`config.mk`:
```
export PLATFORM = sky130hd
export DESIGN_NAME = lsu_rmw
export DESIGN_NICKNAME = d
export VERILOG_FILES = /design/src/rtl/lsu_rmw.sv
export SDC_FILE = /design/constraint.sdc
export NUM_CORES = 1
export LEC_CHECK = 0
export CAP_MARGIN = 30
export CORE_MARGIN = 2
export CORE_UTILIZATION = 30
export CTS_BUF_LIST = sky130_fd_sc_hd__clkbuf_4
export DETAILED_ROUTE_END_ITERATION = 10
export DONT_BUFFER_PORTS = 1
export HOLD_SLACK_MARGIN = 0.08
export PLACE_DENSITY = 0.44
export SETUP_SLACK_MARGIN = 0.3
export SYNTH_ARGS = -nofsm -noshare
export SYNTH_HDL_FRONTEND = slang
export SYNTH_SLANG_ARGS = --single-unit
```
`constraint.sdc`:
```
create_clock -name clock -period 7 [get_ports clock]
set_input_delay 0.7 -clock clock [delete_from_list [all_inputs] [get_ports clock]]
set_output_delay 0.7 -clock clock [all_outputs]
set_load 0.02 [all_outputs]
```
`src/rtl/lsu_rmw.sv`:
```
// Load/store unit in front of the word-wide dmem32: aligns accesses, sign/zero-extends
// sub-word loads and performs read-modify-write for byte/half stores.
module lsu_rmw #(
  parameter int RD_LAT          = 1,
  parameter bit ERR_ON_MISALIGN = 1'b1
) (
  input  logic        clock,
  input  logic        reset,
  input  logic        req_valid,
  output logic        req_ready,
  input  logic        req_write,
  input  logic [1:0]  req_size,
  input  logic        req_unsigned,
  input  logic [31:0] req_addr,
  input  logic [31:0] req_wdata,
  output logic        resp_valid,
  output logic        resp_err,
  output logic [31:0] resp_rdata,
  output logic [31:0] mem_addr,
  output logic        mem_write,
  output logic [31:0] mem_write_data,
  input  logic [31:0] mem_read_data
);

  typedef enum logic [2:0] {
    IDLE  = 3'd0,
    READ  = 3'd1,
    WAIT  = 3'd2,
    MERGE = 3'd3,
    WRITE = 3'd4,
    RESP  = 3'd5
  } state_t;

  localparam logic [1:0] WAIT_LAST = 2'(RD_LAT - 1);

  state_t      stateR;
  logic        writeR;
  logic [1:0]  sizeR;
  logic        unsR;
  logic [1:0]  addrLoR;
  logic [31:0] wdataR;
  logic [31:0] wordR;
  logic [1:0]  waitCntR;
  logic        errS;

  function automatic logic [31:0] extractLane(input logic [31:0] w, input logic [1:0] sz,
                                              input logic [1:0] lo, input logic uns);
    logic [7:0]  b;
    logic [15:0] h;
    logic [31:0] r;
    case (lo)
      2'd0:    b = w[7:0];
      2'd1:    b = w[15:8];
      2'd2:    b = w[23:16];
      2'd3:    b = w[31:24];
      default: b = 8'd0;
    endcase
    h = lo[1] ? w[31:16] : w[15:0];
    case (sz)
      2'b00:   r = uns ? {24'd0, b} : {{24{b[7]}}, b};
      2'b01:   r = uns ? {16'd0, h} : {{16{h[15]}}, h};
      default: r = w;
    endcase
    return r;
  endfunction

  function automatic logic [31:0] mergeLane(input logic [31:0] w, input logic [1:0] sz,
                                            input logic [1:0] lo, input logic [31:0] d);
    logic [31:0] r;
    case (sz)
      2'b00: begin
        case (lo)
          2'd0:    r = {w[31:8], d[7:0]};
          2'd1:    r = {w[31:16], d[7:0], w[7:0]};
          2'd2:    r = {w[31:24], d[7:0], w[15:0]};
          2'd3:    r = {d[7:0], w[23:0]};
          default: r = w;
        endcase
      end
      2'b01:   r = lo[1] ? {d[15:0], w[15:0]} : {w[31:16], d[15:0]};
      default: r = d;
    endcase
    return r;
  endfunction

  // Request error classification: illegal size always, misalignment only when enabled
  always_comb begin
    errS = 1'b0;
    if (req_size == 2'b11) begin
      errS = 1'b1;
    end else if (ERR_ON_MISALIGN) begin
      errS = ((req_size == 2'b01) && req_addr[0]) ||
             ((req_size == 2'b10) && (req_addr[1:0] != 2'b00));
    end else begin
      errS = 1'b0;
    end
  end

  // Sequencer with registered outputs; loads use the MERGE slot to extract their lane
  always_ff @(posedge clock or posedge reset) begin
    if (reset) begin
      stateR         <= IDLE;
      req_ready      <= 1'b1;
      resp_valid     <= 1'b0;
      resp_err       <= 1'b0;
      resp_rdata     <= 32'd0;
      mem_addr       <= 32'd0;
      mem_write      <= 1'b0;
      mem_write_data <= 32'd0;
      writeR         <= 1'b0;
      sizeR          <= 2'b00;
      unsR           <= 1'b0;
      addrLoR        <= 2'b00;
      wdataR         <= 32'd0;
      wordR          <= 32'd0;
      waitCntR       <= 2'd0;
    end else begin
      case (stateR)
        IDLE: begin
          if (req_valid) begin
            req_ready <= 1'b0;
            writeR    <= req_write;
            sizeR     <= req_size;
            unsR      <= req_unsigned;
            addrLoR   <= req_addr[1:0];
            wdataR    <= req_wdata;
            if (errS) begin
              resp_valid <= 1'b1;
              resp_err   <= 1'b1;
              resp_rdata <= 32'd0;
              stateR     <= RESP;
            end else begin
              mem_addr <= {req_addr[31:2], 2'b00};
              if (req_write && (req_size == 2'b10)) begin
                mem_write      <= 1'b1;
                mem_write_data <= req_wdata;
                stateR         <= WRITE;
              end else begin
                stateR <= READ;
              end
            end
          end
        end
        READ: begin
          waitCntR <= 2'd0;
          stateR   <= WAIT;
        end
        WAIT: begin
          if (waitCntR == WAIT_LAST) begin
            wordR  <= mem_read_data;
            stateR <= MERGE;
          end else begin
            waitCntR <= waitCntR + 2'd1;
          end
        end
        MERGE: begin
          if (writeR) begin
            mem_write      <= 1'b1;
            mem_write_data <= mergeLane(wordR, sizeR, addrLoR, wdataR);
            stateR         <= WRITE;
          end else begin
            resp_valid <= 1'b1;
            resp_err   <= 1'b0;
            resp_rdata <= extractLane(wordR, sizeR, addrLoR, unsR);
            stateR     <= RESP;
          end
        end
        WRITE: begin
          mem_write  <= 1'b0;
          resp_valid <= 1'b1;
          resp_err   <= 1'b0;
          resp_rdata <= 32'd0;
          stateR     <= RESP;
        end
        RESP: begin
          resp_valid <= 1'b0;
          resp_err   <= 1'b0;
          resp_rdata <= 32'd0;
          req_ready  <= 1'b1;
          stateR     <= IDLE;
        end
        default: begin
          mem_write  <= 1'b0;
          resp_valid <= 1'b0;
          resp_err   <= 1'b0;
          resp_rdata <= 32'd0;
          req_ready  <= 1'b1;
          stateR     <= IDLE;
        end
      endcase
    end
  end

endmodule

```
# Word-level counts from Yosys, hierarchy flattened

Cells that the tools add are included.

Mux-type cells: 39
Bitwise gates (word level): 4
Add/subtract/negate cells: 1
Equal/unequal tests: 20
Reduce and logical (&&, ||, !) cells: 23

Operator list:

| cell                                           | number |
|---|---|
| two-way mux 32 bit                             | 10 |
| one-hot mux 32 bit (2 select lines)            | 3 |
| one-hot mux 32 bit (4 select lines)            | 1 |
| one-hot mux 32 bit (3 select lines)            | 1 |
| one-hot mux 8 bit (4 select lines)             | 1 |
| two-way mux 16 bit                             | 1 |
| != test 2 bit (second input constant)          | 8 |
| one-hot mux 3 bit (5 select lines)             | 1 |
| two-way mux 3 bit                              | 4 |
| two-way mux 1 bit                              | 11 |
| AND reduction 2 bit                            | 5 |
| AND reduction 5 bit                            | 2 |
| == test 2 bit (second input constant)          | 4 |
| == test 2 x 1 -> 1 bit (second input constant) | 3 |
| == test 3 x 2 -> 1 bit (second input constant) | 2 |
| == test 3 bit (second input constant)          | 2 |
| zero test 2 bit                                | 3 |
| one-hot mux 1 bit (3 select lines)             | 2 |
| nonzero test 2 bit                             | 3 |
| inverter 1 bit                                 | 4 |
| one-hot mux 1 bit (4 select lines)             | 1 |
| one-hot mux 2 bit (2 select lines)             | 1 |
| AND reduction 4 bit                            | 1 |
| OR reduction 4 bit                             | 1 |
| 10 further kinds                               | 12 |

Bits of input ports: 103
Output and inout port bits: 100
Word-level logic and storage cells: 102
Register bits: 173

# Depth between registers and ports, before layout

Gate-level depths: netlist of run 1.

Depth in word-level cells: 7
Depth in mapped cells: 7

# Worst setup path after synthesis of run 1

OpenSTA, ideal clock, no wires.

Path kind: input -> register
Start: input req_valid
End: register mem_write_data[24]
Arrival: 2.300 ns
Stages on the path: 6
Setup slack: 4.575 ns
Cell sequence: or3b_1 > o41a_1 > or2_1 > buf_6 > buf_6 > mux2_4

Cells in the longest elaborated chain, start to end: 2

Ends and longest elaborated chain:

| what                          | RTL line | RTL |
|---|---|---|
| start: declaration            | 9        | `input logic req_valid,` |
| != test 2 bit (no line)       | n/a      |  |
| AND reduction 5 bit (no line) | n/a      |  |
| end signal: assignment        | 136      | `mem_write_data <= req_wdata;` |
| end signal: assignment        | 159      | `mem_write_data <= mergeLane(wordR, sizeR, addrLoR, wdataR);` |
| end: declaration              | 21       | `output logic [31:0] mem_write_data,` |

No other way between the ends.
A chain may end at the register's enable or synchronous reset.

# Final worst setup path of run 1

Start: register stateR[0]
End: register mem_write_data[24]

Cells in the longest elaborated chain, start to end: 3
Elaborated cells on any way between the ends: 9
Those cells by class: eq/ne (5); mux (1); reduce/logical (3)

Ends and longest elaborated chain:

| what                                                                 | RTL line | RTL |
|---|---|---|
| start: declaration                                                   | 36       | `state_t stateR;` |
| start signal: assignment                                             | 102      | `stateR <= IDLE;` |
| start signal: assignment                                             | 131      | `stateR <= RESP;` |
| start signal: assignment                                             | 137      | `stateR <= WRITE;` |
| == test 3 x 2 -> 1 bit / zero test 3 bit (equally long branches)     | 118      | `case (stateR)` |
| != test 2 bit (no line) / nonzero test 2 bit (equally long branches) | n/a      |  |
| AND reduction 5 bit (no line)                                        | n/a      |  |

Several ways; a longest one is shown, not always the timed one.

==> results.md, run 1 <==
- Status: finished clean
- Final worst slack: 4.25 ns
- Ys async rst share: 100%
- Num CTS Buffers: 17
- Port-buffer cells: 0
- Worst setup path startpoint: stateR[0]$_DFFE_PP0P_
- Die area: 28,400 um2
- # IOs: 203
- Worst hold path class: input port to flop
- Pin count of the biggest net entering global routing: 80
- RSZ-0062 raised after global routing: no
- Pwr Density: 505 nW/um2
- Routed len/inst: 23.8 um
- Dpl ws: 3.86 ns
- Final hold vios: 0
- Post-Route WL: 25,500 um
- Yosys warns: 0
- CTS H-tree depth: 4
- DR iter-0 viols: 569
- DRC: 0
- RePlAce Congestion: 0.856
- Syn Inst Count: 742
- CTS root buffer: clkbuf_4
- VDD IR max: 156 uV
- Proportion of layout cells with a drive suffix above 1: 20.9%
- # fillers: 2,670
- Number of global-route vias before repair: 5,901
- Max-cap viol count: 0
- GRT overflow: 0
- Setup crit end kind: flop
- Sequential area share after synthesis: 53.3%
- Clock tree buffer depth: 2
- Reg-to-reg endpoint: mem_write_data[24]$_DFFE_PP0P_
- Hold_ws: 0.242 ns
- Gr usage total: 17.9%
- First-pass GRT wire length: 38,000 um
- R2r setup slk: 4.25 ns
- Non-Filler Instances: 1,073
- Worst setup SP type: flop
- Number of nets in the final layout: 822
- Fmax: 364 MHz
- Die height: 169 um
- Antenna Violating Nets Remaining: 0
- Synth area leader: dfrtp_1
- Period utilization: 39.3%
- Synth Flop Type: dfrtp_1
- Cell variety after synth: 52
- TritonCTS clock tree: done
- Setup Viol. Count Final: 0
- Die width: 169 um
- Final min period: 2.75 ns
- Register-to-Register Path Depth: 6
- Commonest non-fill, non-tap cell in the layout: dfrtp_1
- Core area: 26,800 um2
- Total area of sequential cells: 4330 um2
- CTS resizes: 0
- Flops & latches, synth: 173
- Critical path endpoint: mem_write_data[24]$_DFFE_PP0P_
- Worst-path clk slew: 0.16 ns
- CTS Sinks: 173
- Worst Path Arrival: 3.22 ns
- Post-synth top area share: 53.0%
- Clock Latency Late Sink: 0.57 ns
- Total negative setup slack: 0 ns
- Worst r2r src: stateR[0]$_DFFE_PP0P_
- Cell Area, Synth: 8130 um2
- Critical path peak fanout: 28
- Starting Density: 30.3%
- Critical Path RT: 7.47 ns
- P_leak: 3.60 nW
- Most frequent cells in the layout: dfrtp_1, mux2_2, o21ai_0
- Max_slew headroom: 42.9%
- Multi-input logic area: 3470 um2
- Placed cells: 1,037
- Vias per Instance: 5.52
- Layout area overhead: 7.48%
- Setup Skew: 0.0324 ns
- Via count: 5,923
- Power Total: 4.41 mW
- Initial DRT Pass Iterations: 5
- Worst setup path category: flop to flop
- Synth top area cells: dfrtp_1, mux2_2, o21ai_0
- Post-synth EDFFs: 0
- Pins Over Slew Limit: 0
- Syn_area_per_cell: 11.0 um2
- Initial antenna violation count: 1
- Dpl hpwl: 18,600 um
- Rows: 60
- Slew @ Worst Pin: 0.849 ns
[metrics by stage]
step	area (um2)	util [%]
after floorplan	8130	-
after global placement	8410	31.4
after detailed placement	8410	31.4
after CTS	8690	32.4
after global routing	8730	32.6
final	8730	32.6
[routing by layer]
layer	track usage, %	wire length [um]	up-vias
met3	7.41	2610	25
met1	22.4	10400	2959
met5	0	0	-
li1	-	-	2657
met2	28.3	11900	282
met4	5.81	557	0
[power by group]
part	internal (mW)	total, mW	switching, mW
Clock	0.159	0.552	0.393
Sequential	1.47	2.32	0.849
Combinational	0.684	1.54	0.855
Total	2.31	4.41	2.10
[repair_timing]
| action | in CTS | in global routing |
|---|---|---|
| setup buffers | 0 | 0 |
| hold endpoints to repair | 33 | 0 |
| hold buffers | 1 | 0 |
[critical path, stage by stage, from the launching register on]
cell and delay [ns]:
dfrtp_1 0.57, or3b_1 0.47, o41a_1 0.42, buf_8 0.18
or2_1 0.37, buf_4 0.29, mux2_4 0.32
[final cells by class]
type | instances | share of cell area, %
Clock inverter | 14 | 1.49
Multi-Input combinational cell | 489 | 39.7
Tap cell | 341 | 4.88
Clock buffer | 18 | 1.55
Sequential cell | 173 | 49.6
Inverter | 19 | 0.874
Timing Repair Buffer | 18 | 1.89
Antenna cell | 1 | 0.0286
[sequential cells by signal, summed over array words and instances (netlist names), 2 cells and up]
signal          cells
mem_write_data     32
resp_rdata         32
wdataR             32
wordR              32
mem_addr           30
stateR              3
addrLoR             2
sizeR               2
waitCntR            2
[logic make-up after synthesis]
group	count (synthesis)	share of synthesized area (%)
AOI/OAI and AO/OA	230	18.2
xor gates and xnor gates	1	0.108
adders and majority gates	1	0.154
buffers and inverters	81	4.25
DFF	173	53.3
muxes	106	14.9
other	1	0.0461
and+or+nand+nor	149	9.12
[worst min-delay path by stage]
stage / from / endpoint / slack (ns) / depth (start not counted)
global route: req_addr[23] / mem_addr[23]$_DFFE_PP0P_ / 0.17 / 1
detailed placement: wdataR[22]$_DFFE_PP0P_ / wdataR[22]$_DFFE_PP0P_ / 0.49 / 1
floorplan: wdataR[16]$_DFFE_PP0P_ / wdataR[16]$_DFFE_PP0P_ / 0.47 / 1
finish: mem_read_data[2] / wordR[2]$_DFFE_PP0P_ / 0.24 / 2
CTS: req_addr[30] / mem_addr[30]$_DFFE_PP0P_ / 0.20 / 1
global placement: wdataR[18]$_DFFE_PP0P_ / wdataR[18]$_DFFE_PP0P_ / 0.48 / 1
[Yosys cell counts (8+ instances only)]
library cell,instances
a211oi_1,24
and3_1,8
inv_1,19
nand2_1,55
a21o_1,9
nand3b_1,18
dfrtp_1,172
nor2_1,35
a22oi_1,16
a221oi_1,9
a21oi_1,29
mux2_2,96
o21ai_0,77
o22ai_1,14
clkbuf_1,52
o31ai_1,29
Power figures use the tool's default switching activity.
==> inputs of run 2 (changes only) <==
--- a/config.mk
+++ b/config.mk
@@ -5,6 +5,7 @@
 export SDC_FILE = /design/constraint.sdc
 export NUM_CORES = 1
 export LEC_CHECK = 0
+export ABC_AREA = 1
 export CAP_MARGIN = 30
 export CORE_MARGIN = 2
 export CORE_UTILIZATION = 30
@@ -12,7 +13,7 @@
 export DETAILED_ROUTE_END_ITERATION = 10
 export DONT_BUFFER_PORTS = 1
 export HOLD_SLACK_MARGIN = 0.08
-export PLACE_DENSITY = 0.44
+export PLACE_DENSITY = 0.45
 export SETUP_SLACK_MARGIN = 0.3
 export SYNTH_ARGS = -nofsm -noshare
 export SYNTH_HDL_FRONTEND = slang
==> constraint.sdc (replaced) <==
create_clock -name clock -period 2.4 [get_ports clock]
set_input_delay 0.24 -clock clock [delete_from_list [all_inputs] [get_ports clock]]
set_output_delay 0.24 -clock clock [all_outputs]
set_load 0.02 [all_outputs]
==> run 2 against run 1 <==
Combinational power rose to 4.6 times the previous value. Worst hold slack got worse by 0.099 ns. Clock power increased to 3.4 times the previous value. Final cell count increased by 67%. Flip-flop and latch count is the same. Clock-buffer cell count unchanged. Die area increased by 13%. Via count increased by 44%. Register-to-register slack got worse by 3.8 ns. Area after synthesis is 13% higher. Fmax grew 44%. Critical endpoint is now wdataR[27]$_DFFE_PP0P_. Largest cell class unchanged. Largest power group is now combinational cells.
==> results.md, run 2 <==
- Status: finished clean
- Simple-gate portion of the synthesized area: 32.7% (+24 points)
- Number of nets in the final layout: 1,480 (+80%)
- Die width: 179 um (+6.2%)
- Top post-synthesis cells by count: nand2_1, dfrtp_1, a21oi_1, inv_1, nor2_1
- CTS H-tree depth: 4 (unchanged)
- Dpl ws: 0.448 ns (-3.41 ns)
- Clock tree buffer depth: 2 (unchanged)
- Crit-path cells: nor2_2 -> nand2_2 -> inv_2 -> nand2_2 -> buf_4 -> mux2_2
- Slowest cell on crit path: buf_4
- Count leader, synth: nand2_1
- TritonCTS clock tree: done
- Setup Buffers After CTS: 0 (unchanged)
- Post-synth top area share: 46.9% (-6.1 points)
- Final worst slack: 0.486 ns (-3.77 ns)
- Syn_area_per_cell: 7.10 um2 (-35%)
- Sequential area share after synthesis: 47.1% (-6.1 points)
- Worst setup SP type: flop
- Power Total: 15.2 mW (+240%)
- Total area of sequential cells: 4330 um2 (about the same)
- # IOs: 203 (unchanged)
- Setup Viol. Count Final: 0 (unchanged)
- Total negative setup slack: 0 ns (unchanged)
- Initial antenna violation count: 3 (+2)
- Gr usage total: 20.0% (+2.0 points)
- Synth Area in Compound Gates: 9.87% (-8.3 points)
- DRC: 0 (unchanged)
- Port-buffer cells: 0 (unchanged)
- Worst setup path category: flop to flop
- Synth area leader: dfrtp_1
- CTS root buffer: clkbuf_4
- Core area: 30,300 um2 (+13%)
- Critical path peak fanout: 59 (+110%)
- Routed len/inst: 17.6 um (-26%)
- GRT overflow: 0 (unchanged)
- DR iter-0 viols: 758 (+33%)
- Proportion of layout cells with a drive suffix above 1: 7.49% (-13 points)
- RePlAce Congestion: 0.846 (-1.1%)
- Pin count of the biggest net entering global routing: 65 (-19%)
- CP max stage delay: 0.53 ns (-0.04 ns)
- CTS Sinks: 173 (unchanged)
- RSZ-0062 raised after global routing: no
- Layout Utilization: 36.2% (+3.6 points)
- Pwr Density: 1380 nW/um2 (+170%)
- VDD IR max: 446 uV (+190%)
- Synth Flop Type: dfrtp_1
- Commonest non-fill, non-tap cell in the layout: nand2_1
- Fmax: 522 MHz (+44%)
- Cell Area, Synth: 9190 um2 (+13%)
- Worst Path Arrival: 2.43 ns (-0.79 ns)
- Setup Skew: 0.0362 ns (+0.00375 ns)
- Multi-input logic area: 4140 um2 (+19%)
- Cell variety after synth: 28 (-46%)
- Synth Area in XOR/XNOR: 0% (-0.11 points)
- Layout area overhead: 19.4%
- Vias per Instance: 4.76 (-14%)
- Final min period: 1.91 ns (-0.835 ns)
- Max_slew headroom: 54.6% (+12 points)
- Die area: 32,000 um2 (+13%)
- Die height: 179 um (+6.2%)
- Post-Synth Adder-Cell Area: 0.136% (-0.018 points)
- Number of global-route vias before repair: 8,262 (+40%)
- Largest family of logic cells by synthesized area: simple AND/OR/NAND/NOR gates
- Via count: 8,511 (+44%)
- Most frequent cells in the layout: nand2_1, dfrtp_1, a21oi_1, dlygate4sd3_1, inv_1
- Max-cap viol count: 0 (unchanged)
- Worst-path clk slew: 0.19 ns (+0.03 ns)
- Flops & latches, synth: 173 (unchanged)
- Antenna Violating Nets Remaining: 0 (unchanged)
- Yosys warns: 0 (unchanged)
- Num CTS Buffers: 17 (unchanged)
- Synth top area cells: dfrtp_1, nand2_1, a21oi_1
- Critical Path RT: 2.92 ns (-4.55 ns)
- P_leak: 5.76 nW (+60%)
- Final hold vios: 0 (unchanged)
- # fillers: 3,325 (+25%)
- Period utilization: 79.8% (+40 points)
- Clock Latency Late Sink: 0.64 ns (+0.07 ns)
- Slew @ Worst Pin: 0.680 ns (-0.168 ns)
- Post-route cell area: 11,000 um2 (+26%)
- Syn Inst Count: 1,294 (+74%)
- Setup crit end kind: flop
- Post-synthesis mux area share: 2.08% (-13 points)
- Starting Density: 30.3% (-0.053 points)
- Post-synth EDFFs: 0 (unchanged)
- Worst hold path class: input port to asynchronous set/reset pin
- Dpl hpwl: 22,200 um (+19%)
- First-pass GRT wire length: 48,800 um (+28%)
- Pins Over Slew Limit: 0 (unchanged)
- CP dominant cell by count: nand2_2
- Post-Route WL: 31,600 um (+24%)
- Rows: 64 (+6.7%)
- Placed Area: 9620 um2 (+14%)
- Ys async rst share: 100% (unchanged)
- Initial DRT Pass Iterations: 5 (unchanged)
-- run 2: worst paths after layout --
| check | from | to | slack, ns | cells past startpoint |
|---|---|---|---|---|
| worst max-delay path | stateR[1]$_DFFE_PP0P_ | wdataR[27]$_DFFE_PP0P_ | 0.49 | 6 |
| worst min-delay path | reset | stateR[1]$_DFFE_PP0P_ | 0.14 | 2 |
| worst min register to register | waitCntR[0]$_DFFE_PP0P_ | waitCntR[0]$_DFFE_PP0P_ | 0.51 | 1 |
| max in group asynchronous | reset | wdataR[14]$_DFFE_PP0P_ | 1.46 | 3 |
| worst max register to register | stateR[1]$_DFFE_PP0P_ | wdataR[27]$_DFFE_PP0P_ | 0.49 | 6 |
| min in group clock | req_valid | sizeR[1]$_DFFE_PP0P_ | 0.16 | 4 |
-- run 2: through the flow --
step,instances,hold WS [ns]
finish,1789,0.142
global route,1787,0.170
CTS,1784,0.129
detailed placement,1649,0.242
global placement,1649,0.238
floorplan,1295,0.357
-- run 2: kinds of logic after synthesis --
| family | count (synthesis) |
|---|---|
| mux | 17 |
| fa+ha+maj | 1 |
| buf+inv | 175 |
| flops | 173 |
| other cells | 1 |
| simple gates | 749 |
| compound gates | 178 |
-- run 2: where the power goes --
| group | internal (mW) | leakage [nW] | switching, mW |
|---|---|---|---|
| Clock | 0.590 | 0.165 | 1.28 |
| Combinational | 2.25 | 3.48 | 4.87 |
| Sequential | 4.23 | 2.12 | 1.94 |
| Total | 7.08 | 5.76 | 8.09 |
-- run 2: cell type report --
| class | count | share of cell area [%] |
|---|---|---|
| well taps | 396 | 4.52 |
| clock inverters | 14 | 1.49 |
| diodes | 4 | 0.0912 |
| inverters | 107 | 3.69 |
| repair buffers | 129 | 11.8 |
| multi-input cells | 948 | 37.7 |
| flip-flops and latches | 173 | 39.5 |
| clock buffers | 18 | 1.23 |
-- run 2: worst max-delay path: cells and delay by family (launching register included) --
family,cells,cell delay (ns)
buffers and inverters,2,0.61
AND/OR/NAND/NOR,3,0.24
multiplexers,1,0.40
flip-flops,1,0.50
-- run 2: metal layers --
layer	GRT usage, %	up-vias	part of all wire, %
li1	-	4202	-
met4	3.96	0	0.75
met3	4.81	17	6.8
met1	28.0	4043	47
met5	0	-	0
met2	31.3	249	46
-- run 2: repair_timing --
item                                   in CTS  in global routing
hold buffers                              103                  0
endpoints found under the hold margin     309                  0
setup endpoints to repair                   0                 32
resized for setup                           0                  2
